### src/rtl/left_shift_pkg.sv
// left_shift_pkg: shared definitions for the left_shift register slice.
//   DEFAULT_WIDTH - default register width
//   op_e          - decoded per-cycle operation (load beats shift beats hold)
//   decode_op     - priority decode of the load/shift request pair
package left_shift_pkg;

  localparam int DEFAULT_WIDTH = 8;

  typedef enum logic [1:0] {
    OP_HOLD  = 2'd0,
    OP_LOAD  = 2'd1,
    OP_SHIFT = 2'd2
  } op_e;

  // load wins when both requests are high in the same cycle
  function automatic op_e decode_op(input logic load, input logic shift);
    if (load)       return OP_LOAD;
    else if (shift) return OP_SHIFT;
    else            return OP_HOLD;
  endfunction

endpackage

### src/rtl/left_shift_if.sv
// left_shift_if: request/data bundle for the left_shift register.
//   load, shift - single-cycle level requests (master -> slave)
//   data_in     - parallel load value        (master -> slave)
//   data_out    - current register contents  (slave -> master)
interface left_shift_if #(
  parameter int WIDTH = left_shift_pkg::DEFAULT_WIDTH
);
  logic             load;
  logic             shift;
  logic [WIDTH-1:0] data_in;
  logic [WIDTH-1:0] data_out;

  modport master (output load, output shift, output data_in, input data_out);
  modport slave  (input load, input shift, input data_in, output data_out);
endinterface

### src/rtl/left_shift_next.sv
// left_shift_next: combinational next-state for the left_shift register.
//   op      - decoded operation
//   cur     - current register value
//   data_in - parallel load value
//   nxt     - value to register at the next clock edge
// Build option: LEFT_SHIFT_ROTATE_EN makes a shift rotate (MSB wraps to
// LSB); otherwise the shift is logical and the LSB fills with zero.
module left_shift_next
  import left_shift_pkg::*;
#(
  parameter int WIDTH = DEFAULT_WIDTH
) (
  input  op_e              op,
  input  logic [WIDTH-1:0] cur,
  input  logic [WIDTH-1:0] data_in,
  output logic [WIDTH-1:0] nxt
);

  logic fill;

`ifdef LEFT_SHIFT_ROTATE_EN
  assign fill = cur[WIDTH-1];
`else
  assign fill = 1'b0;
`endif

  always_comb begin
    nxt = cur;
    case (op)
      OP_LOAD:  nxt = data_in;
      OP_SHIFT: nxt = {cur[WIDTH-2:0], fill};
      default:  nxt = cur;
    endcase
  end

endmodule

### src/rtl/left_shift.sv
// left_shift: parallel-load, shift-left register.
//   clk   - clock, all updates on rising edge
//   reset - asynchronous active-high reset, forces RESET_VAL
//   bus   - left_shift_if.slave: load, shift, data_in in; data_out out
// data_out is the register itself: one cycle latency, no comb path from
// inputs. Build option LEFT_SHIFT_ROTATE_EN selects rotate instead of
// logical shift (see left_shift_next).
module left_shift
  import left_shift_pkg::*;
#(
  parameter int               WIDTH     = DEFAULT_WIDTH,
  parameter logic [WIDTH-1:0] RESET_VAL = '0
) (
  input  logic        clk,
  input  logic        reset,
  left_shift_if.slave bus
);

  op_e              op;
  logic [WIDTH-1:0] q;
  logic [WIDTH-1:0] q_nxt;

  assign op = decode_op(bus.load, bus.shift);

  left_shift_next #(.WIDTH(WIDTH)) u_next (
    .op      (op),
    .cur     (q),
    .data_in (bus.data_in),
    .nxt     (q_nxt)
  );

  always_ff @(posedge clk or posedge reset) begin
    if (reset) q <= RESET_VAL;
    else       q <= q_nxt;
  end

  assign bus.data_out = q;

endmodule

### src/flat_wrapper.sv
// flat-port wrapper written by rule: the top's interface ports become plain ports
module left_shift_flat import left_shift_pkg::*;
#(
  parameter int               WIDTH     = DEFAULT_WIDTH,
  parameter logic [WIDTH-1:0] RESET_VAL = '0
)
  (clk, reset, bus_load, bus_shift, bus_data_in, bus_data_out);
  left_shift_if #(.WIDTH(WIDTH)) bus_i ();
  input  logic clk;
  input  logic reset;
  input wire logic [$bits(bus_i.load)-1:0] bus_load;
  input wire logic [$bits(bus_i.shift)-1:0] bus_shift;
  input wire logic [$bits(bus_i.data_in)-1:0] bus_data_in;
  output wire logic [$bits(bus_i.data_out)-1:0] bus_data_out;
  assign bus_i.load = bus_load;
  assign bus_i.shift = bus_shift;
  assign bus_i.data_in = bus_data_in;
  assign bus_data_out = bus_i.data_out;
  left_shift #(.WIDTH(WIDTH), .RESET_VAL(RESET_VAL)) u_core (.clk(clk), .reset(reset), .bus(bus_i));
endmodule
### config.mk
export PLATFORM = sky130hd
export DESIGN_NAME = left_shift_flat
export DESIGN_NICKNAME = d
export VERILOG_FILES = /design/src/rtl/left_shift_pkg.sv /design/src/rtl/left_shift_if.sv /design/src/rtl/left_shift_next.sv /design/src/rtl/left_shift.sv /design/src/flat_wrapper.sv
export SDC_FILE = /design/constraint.sdc
export NUM_CORES = 1
export LEC_CHECK = 0
export ABC_AREA = 1
export BUFFER_PORTS_ARGS = -buffer_cell sky130_fd_sc_hd__buf_2
export CAP_MARGIN = 0
export CORE_MARGIN = 2
export CORE_UTILIZATION = 26
export CTS_CLUSTER_SIZE = 40
export DETAILED_ROUTE_END_ITERATION = 12
export PLACE_DENSITY_LB_ADDON = 0.08
export SYNTH_ARGS = -nofsm -noshare
export SYNTH_HDL_FRONTEND = slang
export SYNTH_SLANG_ARGS = --single-unit
### constraint.sdc
create_clock -name clk -period 0.8 [get_ports clk]
set_input_delay 0.16 -clock clk [delete_from_list [all_inputs] [get_ports clk]]
set_output_delay 0.16 -clock clk [all_outputs]
set_load 0.005 [all_outputs]
## Word level (Yosys, flattened, before mapping)

Index checks and enable logic that the tools add are counted.

- Equal/unequal tests: 2
- Multiplexer cells: 3
- Reductions and logical operators: 1

Operator list:

| kind | number |
|---|---|
| $pmux W8 S2 | 1 |
| $mux W2 | 2 |
| $eq A2 B1 Y1 const B | 1 |
| $eq A2 B2 Y1 const B | 1 |
| $reduce_bool A2 Y1 | 1 |

- Register bits after elaboration: 8
- Input bits: 12
- Output and inout bits: 8
- Word-level logic and storage cells: 7

## Longest topological paths before layout

Gate-level depths: netlist of the first run.

- Depth after elaboration: 4
- Gate-level depth with buffers: 4
- Mapped depth without buffers: 3

## Cells and area by module

From an unflattened synthesis of the first run, not the netlist that was laid out.

- Cells, all modules: 50
- Area, all modules: 450.4 um2

By module, submodules not included:

| module | times used | cells each | area an instance (um2) | seq. area each (um2) |
|---|---|---|---|---|
| left_shift_next | 1 | 39 | 236.5 | 0.0 |
| left_shift | 1 | 11 | 214.0 | 200.2 |

## Worst setup path before layout of the first run

OpenSTA, ideal clock, no wires.

- Path kind: register to register
- Start: register u_core.q[4] (netlist: u_core.bus.data_out[4])
- End: register u_core.q[5] (netlist: u_core.bus.data_out[5])
- Setup time: 124 ps
- Data arrival time: 523 ps
- Required time: 676 ps
- Path slack: 153 ps
- Cell stages (with the launch flop): 3
- Path buffers: 0
- Period minus slack after synthesis: 647 ps
- Path through: dfrtp_1 > nand3_1 > nand3_1

- Cells in the longest elaborated chain, start to end: 1

Ends and longest elaborated chain:

| element | RTL line | source |
|---|---|---|
| start: declaration | left_shift.sv:20 | `logic [WIDTH-1:0] q;` |
| start signal: assignment | left_shift.sv:34 | `else q <= q_nxt;` |
| $pmux W8 S2 | left_shift_next.sv:29 | `case (op)` |

Every way passes these cells.
A chain may end at the register's enable or synchronous reset.

## Worst setup path in the final report of the first run

- Start: register u_core.q[1] (netlist: u_core.bus.data_out[1])
- End: output bus_data_out[1]

RTL lines:

| element | RTL line | source |
|---|---|---|
| end: declaration | flat_wrapper.sv:14 | `output wire logic [$bits(bus_i.data_out)-1:0] bus_data_out;` |

No word-level cell between the ends.

==> key figures, run 1 <==
Outcome
  – Outcome: finished, violations left
  – Failing checks: negative setup slack

Yosys
  – Fraction of registers with async set/reset: 1.00
  – Main combinational cell family by area after synthesis: simple AND/OR/NAND/NOR gates
  – Syn nets: 56
  – Mapped Area: 384 µm²
  – Synth cell count leaders: nand2_1, nand3_1, dfrtp_1, buf_6
  – Post-synthesis sequential area ratio: 0.521
  – Proportion of synthesized area in mux cells: 0
  – Top-count cell post-synth: nand2_1
  – Xor/xnor share of the synthesized area: 0
  – Post-Synth Adder-Cell Area: 0
  – Number of flops mapped to enable cells by yosys: 0
  – Synth area leaders: dfrtp_1, nand3_1, nand2_1
  – Compound-Gate Fraction of Synth Area: 0
  – Syn avg cell area: 8.73 µm²
  – Largest area contributor in the netlist: dfrtp_1
  – Simple-gate area share of the yosys netlist: 0.401
  – Yosys reg bits: 8
  – Ys Warns: 0
  – Syn Inst Count: 44
  – Synth unique cells: 7
  – Ys flop type: dfrtp_1
  – Top-area cell type share of the netlist area: 0.521

Detailed routing
  – Pre-antenna DRT Iters: 2
  – Final wirelength: 998 µm
  – Via density: 4.57
  – DRT iter0 DRCs: 6
  – Remaining DRCs: 0
  – DR vias: 411
  – Average wire per standard cell: 11.1 µm
  – ANT nets after route: 0

GRT
  – Pin count of the biggest net entering global routing: 9
  – Grt total ovfl: 0
  – Vias in the first global route: 404
  – First-pass GRT wire length: 1730 µm
  – Initial antenna violation count: 0
  – Global Route Usage Sum: 0.132

Layout
  – Max reg flops: 8
  – Filler instances: 146
  – Post-Route Utilization: 0.456
  – Non-Filler Instances: 90
  – Nets: 89
  – Antenna diodes: 0
  – Finished Cell Area: 608 µm²
  – Area growth, synth to finish: 58.3%
  – Layout cell share with drive strength beyond 1: 0.520

Worst setup path
  – Worst Setup End Kind: output port
  – Crit path DAT: 770 ps
  – Crit-path max cell delay: 380 ps
  – Top delay family on crit path: flip-flops
  – WP buf/inv: 1
  – Critical path's slowest cell: dfrtp_1
  – Worst Setup Start Kind: register
  – Crit-path max FO: 2
  – WP data required: 640 ps
  – Crit Path Class: register to output port
  – Critical Path, Cell by Cell: buf_2

Die
  – Die Area: 0.00180 mm²
  – Die X-Extent: 42.4 µm
  – Core area: 0.00133 mm²
  – Row cnt: 13
  – Die Span Y: 42.4 µm
  – Starting Density: 0.288
  – Top-level I/O count: 20

Timing
  – Final cycle utilization of the critical path: 1.16
  – Final WS setup: -126 ps
  – Final setup violation count: 8
  – Setup TNS: -903 ps
  – Hold Vio Cnt, Final: 0
  – FMAX: 1.08 GHz
  – Max_slew headroom: 0.773
  – Final Max Tran Viols: 0
  – Skew final: 1.41 ps
  – Worst-Margin Slew: 340 ps
  – RSZ-0062 raised after global routing: yes
  – Period minus WS final: 926 ps
  – Worst Hold Slack: 104 ps

Placed design
  – DP Worst Slack: 44.9 ps
  – Dpl cells: 78
  – Post-place instance area: 490 µm²
  – Buffers added on ports: 19
  – DP HPWL: 676 µm
  – RePlAce Congestion: 0.689

Clocking
  – H-tree depth: 1
  – Clk pin slew, worst setup/hold paths: 50 ps
  – Worst-skew pair later-pin latency: 260 ps
  – CTS Sinks: 8
  – Clk buf depth: 2
  – TritonCTS clock tree: yes
  – TritonCTS buffer count: 3
  – Root Buffer: clkbuf_4

Power
  – P per Cell Area: 1690 mW/mm²
  – Leakage power: 0.343 nW
  – Clk network pwr share: 0.309
  – Net Sw Frac: 0.271
  – Net Sw Power: 279 µW
  – Int Power: 749 µW
  – Sequential cell fraction of total power: 0.450
  – Combinational share of power: 0.241
  – Worst VDD drop: 0.000572 V
  – Design Power: 1.03 mW

Min path
  – Worst Hold Class: input port to register

Run
  – Max-cap viol count: 0
## layout make-up
class | instances | area [µm²] | share of cell area
inverter | 2 | 7.51 | 0.0123
multi-input combinational | 32 | 179 | 0.294
tap | 15 | 18.8 | 0.0309
timing repair buffer | 30 | 180 | 0.296
sequential | 8 | 200 | 0.329
clock buffer | 3 | 22.5 | 0.0370
## routing by layer
layer | global-route usage | up-vias | part of all wire | routed length (µm)
met5 | 0 | - | 0 | 0
met2 | 0.206 | 14 | 0.46 | 462
met4 | 0.0563 | 0 | 0.0080 | 8
li1 | - | 211 | - | -
met1 | 0.147 | 184 | 0.45 | 447
met3 | 0.0733 | 2 | 0.080 | 80
## cells in the final DEF, fill, tap and decap left out
cell and count:
buf_2 19, buf_4 10, clkbuf_4 3, dfrtp_1 8, dlygate4sd3_1 1, inv_1 1, inv_2 1, nand2_1 17
nand3_1 9, nand3_2 5, nor2_8 1
## final timing paths
| kind | end | slack [ps] | start | depth (start not counted) |
|---|---|---|---|---|
| min in group asynchronous | u_core.bus.data_out[7] | 400 | reset | 3 |
| max | bus_data_out[1] | -130 | u_core.bus.data_out[1] | 1 |
| max in group asynchronous | u_core.bus.data_out[2] | 150 | reset | 3 |
| max reg2reg | u_core.bus.data_out[3] | 20 | u_core.bus.data_out[2] | 3 |
| min reg2reg | u_core.bus.data_out[0] | 570 | u_core.bus.data_out[0] | 3 |
| min | u_core.bus.data_out[0] | 100 | bus_data_in[0] | 3 |
## cells by family after synthesis
| family | after synthesis |
|---|---|
| simple gates | 32 |
| flops | 8 |
| buf+inv | 4 |
## power by group through the flow
stage          sequential [mW]  clock, mW  combinational, mW
3_5_place_dp             0.481          0              0.165
6_report                 0.462      0.318              0.248
2_1_floorplan            0.481          0             0.0848
5_1_grt                  0.467      0.362              0.276
3_3_place_gp             0.481          0              0.165
4_1_cts                  0.462      0.333              0.228
## what timing repair did
item / CTS / global route
hold endpoints to repair: 8 / 0
gates resized for setup: 0 / 5
endpoints found under the setup margin: 8 / 15
buffers inserted: 7 / 3
pin swaps: 0 / 6
hold buffers: 1 / 0
Note: power is estimated with default switching activity, not from simulation.
==> inputs of run 2 (changes only) <==
--- a/config.mk
+++ b/config.mk
@@ -5,7 +5,7 @@
 export SDC_FILE = /design/constraint.sdc
 export NUM_CORES = 1
 export LEC_CHECK = 0
-export ABC_AREA = 1
+export ABC_AREA = 0
 export BUFFER_PORTS_ARGS = -buffer_cell sky130_fd_sc_hd__buf_2
 export CAP_MARGIN = 0
 export CORE_MARGIN = 2
@@ -13,6 +13,7 @@
 export CTS_CLUSTER_SIZE = 40
 export DETAILED_ROUTE_END_ITERATION = 12
 export PLACE_DENSITY_LB_ADDON = 0.08
+export SETUP_SLACK_MARGIN = 0.1
 export SYNTH_ARGS = -nofsm -noshare
 export SYNTH_HDL_FRONTEND = slang
 export SYNTH_SLANG_ARGS = --single-unit
==> key figures, run 2 <==
Outcome
  – Outcome: finished, violations left
  – Failing checks: negative setup slack

Placed design
  – Buffers added on ports: 19 (unchanged)
  – DP Worst Slack: -44.7 ps (-89.6 ps)
  – RePlAce Congestion: 0.611 (-11%)
  – DP HPWL: 619 µm (-8.4%)

Worst setup path
  – Reg-to-reg startpoint: u_core.bus.data_out[6]
  – Worst r2r dst: u_core.bus.data_out[7]
  – Critical path's slowest cell: dfrtp_1
  – Crit path DAT: 750 ps (-20 ps)
  – Setup crit end: bus_data_out[3]
  – Crit Path Class: register to output port
  – Worst Setup End Kind: output port
  – Worst Setup Start Kind: register
  – Top delay family on crit path: flip-flops
  – CP Depth: 1 (unchanged)
  – WP buf/inv: 1 (unchanged)
  – WP data required: 640 ps (about the same)
  – Crit-path max FO: 2 (unchanged)
  – Critical Path, Cell by Cell: buf_2
  – Worst reg-to-reg path cell count: 3 (unchanged)
  – Crit-path max cell delay: 380 ps (about the same)
  – R2R setup slack: -50 ps (-70 ps)
  – Crit path launch: u_core.bus.data_out[3]

Clocking
  – Worst-skew pair later-pin latency: 250 ps (about the same)
  – Clk buf depth: 2 (unchanged)
  – Clk pin slew, worst setup/hold paths: 50 ps (about the same)
  – H-tree depth: 1 (unchanged)
  – TritonCTS clock tree: yes
  – Root Buffer: clkbuf_4
  – CTS Sinks: 8 (unchanged)
  – TritonCTS buffer count: 3 (unchanged)

Power
  – Sequential cell fraction of total power: 0.457 (+0.007)
  – Worst VDD drop: 0.000626 V (+9.4%)
  – Int Power: 756 µW (+0.90%)
  – P per Cell Area: 1760 mW/mm² (+4.1%)
  – Design Power: 1.01 mW (-1.5%)
  – Combinational share of power: 0.240 (about the same)
  – Net Sw Frac: 0.254 (-0.0176)
  – Net Sw Power: 257 µW (-7.9%)
  – Clk network pwr share: 0.302 (-0.007)
  – Leakage power: 0.312 nW (-9.0%)

Yosys
  – Syn avg cell area: 10.9 µm² (+24%)
  – Ys Warns: 0 (unchanged)
  – Syn nets: 47 (-16%)
  – Synth area leaders: dfrtp_1, mux2i_1, o21ai_1
  – Mapped Area: 380 µm² (-0.98%)
  – Post-synthesis sequential area ratio: 0.526 (+0.00514)
  – Syn Inst Count: 35 (-20%)
  – Number of flops mapped to enable cells by yosys: 0 (unchanged)
  – Top-area cell type share of the netlist area: 0.526 (+0.00514)
  – Fraction of registers with async set/reset: 1.00 (unchanged)
  – Ys flop type: dfrtp_1
  – Synth cell count leaders: dfrtp_1, nand2_1, mux2i_1, o21ai_1, buf_6
  – Yosys reg bits: 8 (unchanged)
  – Synth unique cells: 8 (+1)
  – Largest area contributor in the netlist: dfrtp_1

GRT
  – Vias in the first global route: 363 (-10%)
  – Grt total ovfl: 0 (unchanged)
  – Pin count of the biggest net entering global routing: 17 (+8)
  – First-pass GRT wire length: 1530 µm (-12%)
  – Global Route Usage Sum: 0.115 (-0.0172)
  – Initial antenna violation count: 0 (unchanged)

Layout
  – Nets: 78 (-12%)
  – Max reg flops: 8 (unchanged)
  – Antenna diodes: 0 (unchanged)
  – Commonest non-fill, non-tap cell in the layout: buf_2
  – Commonest cells after routing, fill and taps aside: buf_2, nand2_1, dfrtp_1
  – Filler instances: 138 (-5.5%)
  – Layout cell share with drive strength beyond 1: 0.516 (-0.00438)
  – Area growth, synth to finish: 51.3%

Detailed routing
  – Via density: 4.37 (-4.4%)
  – Remaining DRCs: 0 (unchanged)
  – Pre-antenna DRT Iters: 2 (unchanged)
  – Average wire per standard cell: 10.9 µm (-1.8%)
  – DR vias: 345 (-16%)
  – ANT nets after route: 0 (unchanged)
  – DRT iter0 DRCs: 4 (-2)
  – Final wirelength: 860 µm (-14%)

Die
  – Die Span Y: 42.3 µm (-0.44%)
  – Starting Density: 0.285 (-0.00281)
  – Row cnt: 13 (unchanged)
  – Die Area: 0.00179 mm² (-0.87%)
  – Die X-Extent: 42.3 µm (-0.44%)
  – Top-level I/O count: 20 (unchanged)
  – Core area: 0.00133 mm² (unchanged)

Run
  – Max-cap viol count: 0 (unchanged)

Timing
  – Hold Vio Cnt, Final: 0 (unchanged)
  – Worst-Margin Slew: 271 ps (-68.8 ps)
  – FMAX: 1.09 GHz (+1.4%)
  – Max_slew headroom: 0.819 (+0.0461)
  – Final cycle utilization of the critical path: 1.14 (-0.0160)
  – Period minus WS final: 914 ps (-12.8 ps)
  – Final WS setup: -114 ps (+12.8 ps)
  – RSZ-0062 raised after global routing: yes
  – Final setup violation count: 15 (+7)
  – Skew final: 2.36 ps (+0.947 ps)
  – Final Max Tran Viols: 0 (unchanged)

Min path
  – Worst Hold Class: input port to register
## run 2: changes by cell type in the layout (fill, tap and decap cells not counted), sizes merged
cell and delta:
nand2b +1, nor2 -1, nand2 -9, o21ai +8, buf -2, inv -2
nand3 -14, mux2i +7, clkinvlp +1
## run 2: kinds of logic (layout without fill, tap and decap cells)
family                 after synthesis  in the layout  synth area share
AO/OA/AOI/OAI                        8              8             0.105
AND/OR/NAND/NOR                      9              9             0.115
flip-flops                           8              8             0.526
buffers and inverters                3             32            0.0691
multiplexers                         7              7             0.184
## run 2: power groups by stage
stage               Combinational [mW]  Sequential (mW)  Clock, mW
floorplan                       0.0884            0.483          0
global placement                 0.160            0.480          0
detailed placement               0.167            0.482          0
CTS                              0.237            0.463      0.321
global route                     0.271            0.469      0.342
finish                           0.243            0.463      0.306
## run 2: area by class of cell
class	count	area [µm²]	area share
Inverter	1	7.51	0.0130
Timing Repair Buffer	28	169	0.293
Multi-Input combinational cell	24	158	0.274
Tap cell	15	18.8	0.0326
Sequential cell	8	200	0.348
Clock buffer	3	22.5	0.0391
## run 2: routing by layer
metal | track usage | vias to the layer above | share of wire
met3 | 0.0345 | 0 | 0.073
met4 | 0.0750 | 0 | 0
met2 | 0.185 | 12 | 0.47
li1 | - | 176 | -
met1 | 0.130 | 157 | 0.45
met5 | 0 | - | 0
## run 2: timing repair
action | in CTS | in global routing
buffers inserted | 7 | 1
setup endpoints to repair | 16 | 24
pin swaps | 1 | 2
hold buffers | 1 | 0
gates cloned | 0 | 0
endpoints found under the hold margin | 8 | 0
resized for setup | 3 | 1
## run 2: worst min path at each step
stage                               from                endpoint  slack, ps  cells after the start
after floorplan                    reset  u_core.bus.data_out[0]        -20                      1
after global placement             reset  u_core.bus.data_out[0]        110                      2
final                     bus_data_in[4]  u_core.bus.data_out[4]        110                      3
after global routing      bus_data_in[4]  u_core.bus.data_out[4]        130                      3
after detailed placement           reset  u_core.bus.data_out[0]        120                      2
after CTS                 bus_data_in[3]  u_core.bus.data_out[3]        110                      3
## run 2: through the flow
stage / util / instances / hold WS [ps] / setup TNS, ps / area, µm²
floorplan: - / 35 / -24.3 / 0 / 380
global placement: 0.354 / 67 / 112 / 0 / 472
detailed placement: 0.354 / 67 / 123 / -106 / 472
CTS: 0.423 / 78 / 109 / -1180 / 564
global route: 0.432 / 79 / 125 / -1690 / 576
finish: 0.432 / 79 / 112 / -1030 / 576
## run 2: worst min-delay path: cells and delay by family
kind / cells / cell delay, ps
AOI/OAI and AO/OA: 1 / 50
and+or+nand+nor: 1 / 30
buffers and inverters: 1 / 70
